### config.mk
export PLATFORM = sky130hd
export DESIGN_NAME = add_sched
export DESIGN_NICKNAME = d
export VERILOG_FILES = /design/src/rtl/add_sched_pkg.sv /design/src/rtl/add_core.sv /design/src/rtl/add_sched.sv
export SDC_FILE = /design/constraint.sdc
export NUM_CORES = 1
export LEC_CHECK = 0
export CAP_MARGIN = 10
export CELL_PAD_IN_SITES_DETAIL_PLACEMENT = 0
export CELL_PAD_IN_SITES_GLOBAL_PLACEMENT = 2
export CORE_ASPECT_RATIO = 1.2
export CORE_MARGIN = 2
export CORE_UTILIZATION = 28
export CTS_BUF_LIST = sky130_fd_sc_hd__clkbuf_4 sky130_fd_sc_hd__clkbuf_8 sky130_fd_sc_hd__clkbuf_16
export CTS_CLUSTER_SIZE = 16
export DETAILED_ROUTE_END_ITERATION = 10
export PLACE_DENSITY = 0.79
export SETUP_SLACK_MARGIN = 0.3
export SLEW_MARGIN = 20
export SYNTH_ARGS = -nofsm -noshare
export SYNTH_HDL_FRONTEND = slang
export SYNTH_SLANG_ARGS = --single-unit
### constraint.sdc
create_clock -name clk -period 2.7 [get_ports clk]
set_input_delay 0.27 -clock clk [delete_from_list [all_inputs] [get_ports clk]]
set_output_delay 0.27 -clock clk [all_outputs]
set_load 0.03 [all_outputs]
### src/rtl/add_sched_pkg.sv
`default_nettype none
// ============================================================================
// Module   : add_sched_pkg
// Brief    : Shared types and constants for the add_sched scheduler.
// Revision : 1.0 - initial release
// ============================================================================
package add_sched_pkg;

    typedef enum logic [1:0] {
        ST_IDLE   = 2'd0,
        ST_EXEC   = 2'd1,
        ST_RESULT = 2'd2
    } state_t;

    localparam int WIDTH_DEF = 8;

    // Signed saturation limits at the default operand width
    localparam logic [WIDTH_DEF-1:0] SMAX = {1'b0, {(WIDTH_DEF-1){1'b1}}};
    localparam logic [WIDTH_DEF-1:0] SMIN = {1'b1, {(WIDTH_DEF-1){1'b0}}};

    localparam logic [7:0] CNT_MAX = 8'hFF;

endpackage
`default_nettype wire

### src/rtl/add_core.sv
`default_nettype none
// ============================================================================
// Module   : add_core
// Brief    : Combinational WIDTH-bit adder with unsigned carry and signed overflow.
// Revision : 1.0 - initial release
// ============================================================================
module add_core
    import add_sched_pkg::*;
#(
    parameter int WIDTH = WIDTH_DEF
) (
    input  logic [WIDTH-1:0] a,
    input  logic [WIDTH-1:0] b,
    output logic [WIDTH-1:0] sum,
    output logic             carry,
    output logic             ovf
);

    logic [WIDTH:0] w_full;

    assign w_full = {1'b0, a} + {1'b0, b};
    assign sum    = w_full[WIDTH-1:0];
    assign carry  = w_full[WIDTH];
    // Like-signed operands producing a result of the other sign
    assign ovf    = (a[WIDTH-1] == b[WIDTH-1]) && (w_full[WIDTH-1] != a[WIDTH-1]);

endmodule
`default_nettype wire

### src/rtl/add_sched.sv
`default_nettype none
// ============================================================================
// Module   : add_sched
// Brief    : Two-requester round-robin scheduler around a shared saturating adder.
// Revision : 1.0 - initial release
// ============================================================================
module add_sched
    import add_sched_pkg::*;
#(
    parameter int WIDTH = WIDTH_DEF
) (
    input  logic             clk,
    input  logic             rst,
    input  logic             req0_valid,
    input  logic [WIDTH-1:0] req0_a,
    input  logic [WIDTH-1:0] req0_b,
    output logic             req0_ready,
    input  logic             req1_valid,
    input  logic [WIDTH-1:0] req1_a,
    input  logic [WIDTH-1:0] req1_b,
    output logic             req1_ready,
    input  logic             sat_en,
    output logic             out_valid,
    input  logic             out_ready,
    output logic [WIDTH-1:0] out_sum,
    output logic             out_id,
    output logic             out_ovf,
    output logic             out_carry,
    output logic [7:0]       ovf_cnt
);

    localparam logic [WIDTH-1:0] c_smax = (WIDTH == WIDTH_DEF) ? WIDTH'(SMAX)
                                                               : {1'b0, {(WIDTH-1){1'b1}}};
    localparam logic [WIDTH-1:0] c_smin = (WIDTH == WIDTH_DEF) ? WIDTH'(SMIN)
                                                               : {1'b1, {(WIDTH-1){1'b0}}};

    state_t           r_state;
    state_t           w_next_state;

    logic             r_last;
    logic [WIDTH-1:0] r_a;
    logic [WIDTH-1:0] r_b;
    logic             r_id;
    logic             r_sat;

    logic             r_out_valid;
    logic [WIDTH-1:0] r_out_sum;
    logic             r_out_id;
    logic             r_out_ovf;
    logic             r_out_carry;
    logic [7:0]       r_ovf_cnt;

    logic             w_grant_id;
    logic             w_idle_ok;
    logic             w_accept;
    logic [WIDTH-1:0] w_core_sum;
    logic             w_core_carry;
    logic             w_core_ovf;
    logic [WIDTH-1:0] w_sat_sum;

    add_core #(
        .WIDTH (WIDTH)
    ) u_add_core (
        .a     (r_a),
        .b     (r_b),
        .sum   (w_core_sum),
        .carry (w_core_carry),
        .ovf   (w_core_ovf)
    );

    // Arbitration: a lone requester wins, a tie goes to the one not served last
    always_comb begin
        w_grant_id = 1'b0;
        if (req0_valid && req1_valid) begin
            w_grant_id = ~r_last;
        end else if (req1_valid) begin
            w_grant_id = 1'b1;
        end
        w_idle_ok  = (r_state == ST_IDLE) && !rst;
        req0_ready = w_idle_ok && req0_valid && !w_grant_id;
        req1_ready = w_idle_ok && req1_valid &&  w_grant_id;
        w_accept   = req0_ready || req1_ready;
    end

    always_comb begin
        w_sat_sum = w_core_sum;
        if (r_sat && w_core_ovf) begin
            w_sat_sum = r_a[WIDTH-1] ? c_smin : c_smax;
        end
    end

    always_comb begin
        w_next_state = r_state;
        case (r_state)
            ST_IDLE:   if (w_accept)  w_next_state = ST_EXEC;
            ST_EXEC:                  w_next_state = ST_RESULT;
            ST_RESULT: if (out_ready) w_next_state = ST_IDLE;
            default:                  w_next_state = ST_IDLE;
        endcase
    end

    always_ff @(posedge clk) begin
        if (rst) begin
            r_state <= ST_IDLE;
        end else begin
            r_state <= w_next_state;
        end
    end

    always_ff @(posedge clk) begin
        if (rst) begin
            r_last      <= 1'b1;
            r_a         <= '0;
            r_b         <= '0;
            r_id        <= 1'b0;
            r_sat       <= 1'b0;
            r_out_valid <= 1'b0;
            r_out_sum   <= '0;
            r_out_id    <= 1'b0;
            r_out_ovf   <= 1'b0;
            r_out_carry <= 1'b0;
            r_ovf_cnt   <= '0;
        end else begin
            case (r_state)
                ST_IDLE: begin
                    if (w_accept) begin
                        r_a    <= w_grant_id ? req1_a : req0_a;
                        r_b    <= w_grant_id ? req1_b : req0_b;
                        r_id   <= w_grant_id;
                        r_sat  <= sat_en;
                        r_last <= w_grant_id;
                    end
                end
                ST_EXEC: begin
                    r_out_valid <= 1'b1;
                    r_out_sum   <= w_sat_sum;
                    r_out_id    <= r_id;
                    r_out_ovf   <= w_core_ovf;
                    r_out_carry <= w_core_carry;
                    if (w_core_ovf && (r_ovf_cnt != CNT_MAX)) begin
                        r_ovf_cnt <= r_ovf_cnt + 8'd1;
                    end
                end
                ST_RESULT: begin
                    if (out_ready) begin
                        r_out_valid <= 1'b0;
                    end
                end
                default: begin
                    r_out_valid <= 1'b0;
                end
            endcase
        end
    end

    assign out_valid = r_out_valid;
    assign out_sum   = r_out_sum;
    assign out_id    = r_out_id;
    assign out_ovf   = r_out_ovf;
    assign out_carry = r_out_carry;
    assign ovf_cnt   = r_ovf_cnt;

endmodule
`default_nettype wire

==> reports/summary.txt <==
min-delay worst type -> reg -> reg
area taken by flip-flops and latches -> 822 um^2
Antenna Cells -> 0
clock network fraction of design power -> 26.5%
kind of start point of the critical path -> flip-flop
post-synthesis mux area share -> 9.14%
Multi-input gate area -> 1370 um^2
simple-gate area share of the yosys netlist -> 19.7%
Design Area, Final -> 3040 um^2
number of buffers inserted by port buffering -> 59
mean routed wirelength per cell -> 13.2 um
number of inserted filler cells in the final layout -> 822
area growth from synthesis to layout -> 36.1%
Cell Rows -> 35
Peak supply drop -> 0.177 mV
period utilisation layout -> 84.3%
Nets -> 358
Logic pwr share -> 27.4%
Highest Clock Rate -> 439 MHz
RSZ-0062 raised after global routing -> no
Slew Limit Headroom -> 62.0%
reported max-cap violation count -> 0
register area share after synthesis -> 36.8%
most numerous cell in the Yosys netlist -> sky130_fd_sc_hd__dfxtp_1
Final HPWL DP -> 4110 um
global-route wire length before repair -> 8860 um
total leakage power -> 0.00112 uW
area share of the leading cell type in the synthesized netlist -> 36.8%
area share of xor/xnor cells in the synthesized design -> 1.96%
cell area after synthesis -> 2230 um^2
Met3 Routed Length -> 183 um
global-route total usage across every layer -> 12.6%
width of the chip -> 85.5 um
cells traversed along the worst timing path -> ha_1 -> or3b_4 -> a211oi_1 -> o21ai_1 -> a21oi_1 -> mux2_2
post-route met1 wirelength -> 2570 um
Total Neg Setup Slack -> 0 ps
Commonest cells post-synth -> sky130_fd_sc_hd__dfxtp_1 (41), sky130_fd_sc_hd__nor2_1 (40), sky130_fd_sc_hd__a211oi_1 (26)
final number of max-transition violations -> 0
number of vias per cell after detailed routing -> 4.96
final wirelength -> 5310 um
synthesized net count -> 297
Antenna Violating Nets Remaining -> 0
cell internal power dissipation -> 1020 uW
DIE AREA -> 8700 um^2
DRC Markers -> 0
routed length on met2 -> 2480 um
number of synthesized flops with an enable pin -> 0
fraction of the core area covered by cells at the end of the flow -> 39.4%
Seq cells post-synth -> 41
Unique masters post-synth -> 50
result of the run -> complete, no violations
slowest cell on the critical path -> sky130_fd_sc_hd__or3b_4
CP arrival -> 2460 ps
Worst Setup Slack post-DPL -> 376 ps
required time of the critical path -> 2880 ps
highest layer used for signal routing -> met4
clock tree root buffer cell -> sky130_fd_sc_hd__clkbuf_8
initial drt markers -> 80
dominant combinational cell family by area after synthesis -> compound AO/OA/AOI/OAI gates
floorplan die height -> 102 um
maximum clock skew at final layout -> 7.96 ps
clock insertion delay at the later pin of the skew report -> 290 ps
initial antenna violation count -> 0
fin worst setup slack -> 425 ps
Post-Synth Adder-Cell Area -> 5.94%
placeable core region -> 7710 um^2
TritonCTS clock tree -> yes
routability-driven placement congestion ratio -> 0.814
maximum level of the CTS H-tree -> 2
Clock Path Buffers -> 2
Largest stage delay, worst path -> 440 ps
Setup crit end kind -> flip-flop
Seq pwr share -> 46.1%
Crit Path Category -> reg -> reg
buffers inserted during post-CTS setup optimization -> 0
ys flop type -> sky130_fd_sc_hd__dfxtp_1
effective utilization at floorplan -> 29.0%
cell type with the highest aggregate area in the netlist -> sky130_fd_sc_hd__dfxtp_1
maximum number of pins on one net before global-route repair -> 35
power density normalized to cell area -> 491 nW/um^2
transition time at the pin with the least slew margin -> 567 ps
number of buffers inserted during clock tree synthesis -> 5
Placed Area -> 2950 um^2
fin crit period -> 2280 ps
Yosys Warn Count -> 0
total I/O pin count -> 60
switch share -> 31.4%
number of sinks handled by clock tree synthesis -> 41
average cell area after synthesis -> 8.96 um^2
vias -> 1997
share of the synthesized area in compound gates (AO/OA/AOI/OAI) -> 23.9%
Post-Synthesis Cells -> 249
cell family contributing the most delay on the critical path -> compound AO/OA/AOI/OAI gates
layout cell share with drive strength beyond 1 -> 9.65%
crit-path max FO -> 8
worst path buffer plus inverter count -> 0
power dissipated by switching net loads -> 469 uW
detailed-router iteration count before antenna repair -> 4
Synth area leaders -> sky130_fd_sc_hd__dfxtp_1 (37%), sky130_fd_sc_hd__a211oi_1 (8.7%), sky130_fd_sc_hd__mux2i_1 (7.6%)
Post-synth ARST share -> 0%
Clock Pin Slew Worst Setup and Hold Paths -> 80 ps
count of final hold-check violations -> 0
total congestion overflow after global routing -> 0
number of global-route vias before repair -> 1890
setup violation total in the final timing report -> 0
-- power by group through the flow --
stage                     registers, uW  logic (uW)  clock network [uW]
after floorplan                     728         226                   0
after global placement              702         413                   0
after detailed placement            703         412                   0
after CTS                           689         414                 409
after global routing                698         450                 443
final                               689         409                 395
-- worst paths after layout --
check | endpoint | start | depth (start not counted) | slack (ps)
setup / recovery | ovf_cnt[4] | r_a[7] | 6 | 420
hold / removal | out_id | r_id | 2 | 460
hold reg to reg | out_id | r_id | 2 | 460
setup reg to reg | ovf_cnt[4] | r_a[7] | 6 | 420
-- layer usage --
layer	vias to the layer above	global-route usage, %
met1	893	16.6
met3	4	2.36
li1	1060	-
met5	-	0
met4	0	5.13
met2	40	20.4
-- flip-flops by register name, summed over array words and instances (netlist names), 2 cells and up --
register / count
r_a: 8
r_state: 2
r_b: 8
ovf_cnt: 8
out_sum: 8
-- what timing repair did --
action	4_1_cts	5_1_grt
endpoints found under the setup margin	0	3
gates resized for setup	0	2
hold buffers	0	0
-- worst register-to-register path, stage by stage, from the launching register on --
cell and delay, ps:
sky130_fd_sc_hd__dfxtp_2 370, sky130_fd_sc_hd__ha_1 390, sky130_fd_sc_hd__or3b_4 440, sky130_fd_sc_hd__a211oi_1 240, sky130_fd_sc_hd__o21ai_1 200, sky130_fd_sc_hd__a21oi_1 180
sky130_fd_sc_hd__mux2_2 340
-- cell families (layout without fill, tap and decap cells) --
family / after synthesis / after routing
xor gates and xnor gates: 5 / 5
muxes: 20 / 20
DFF: 41 / 41
and+or+nand+nor: 89 / 89
AOI/OAI and AO/OA: 69 / 69
adders and majority gates: 10 / 10
buffers and inverters: 15 / 77
-- metrics by stage --
stage                     std cells  power, uW  hold WS, ps
after floorplan                 249        955          417
after detailed placement        395       1110          454
final                           403       1490          464
after global placement          395       1120          444
after global routing            403       1590          498
after CTS                       403       1510          470
-- area by class of cell --
| cell class | count | share of cell area, % |
|---|---|---|
| clock inverter | 3 | 0.577 |
| sequential | 41 | 27.1 |
| timing repair buffer | 65 | 20.8 |
| clock buffer | 5 | 2.27 |
| inverter | 4 | 0.494 |
| multi-input combinational | 193 | 45.0 |
| tap | 92 | 3.79 |
-- layout by cell type, fill, tap and decap left out, types with 2 or more instances in the layout --
master,instances
sky130_fd_sc_hd__nand3_1,7
sky130_fd_sc_hd__a21o_1,3
sky130_fd_sc_hd__nor2_1,40
sky130_fd_sc_hd__nor3_1,10
sky130_fd_sc_hd__nand2_1,8
sky130_fd_sc_hd__nand4_1,5
sky130_fd_sc_hd__nor2b_1,8
sky130_fd_sc_hd__o21a_1,2
sky130_fd_sc_hd__o21ai_1,2
sky130_fd_sc_hd__and4_1,2
sky130_fd_sc_hd__mux2_2,3
sky130_fd_sc_hd__ha_1,9
sky130_fd_sc_hd__clkdlybuf4s50_1,58
sky130_fd_sc_hd__a21oi_1,10
sky130_fd_sc_hd__a211oi_1,26
sky130_fd_sc_hd__a41o_1,2
sky130_fd_sc_hd__clkbuf_8,5
sky130_fd_sc_hd__inv_1,4
sky130_fd_sc_hd__xor2_1,5
sky130_fd_sc_hd__buf_4,7
sky130_fd_sc_hd__dfxtp_1,40
sky130_fd_sc_hd__mux2i_1,17
sky130_fd_sc_hd__o21ai_0,5
sky130_fd_sc_hd__clkinv_2,2
(Power assumes the default switching activity.)
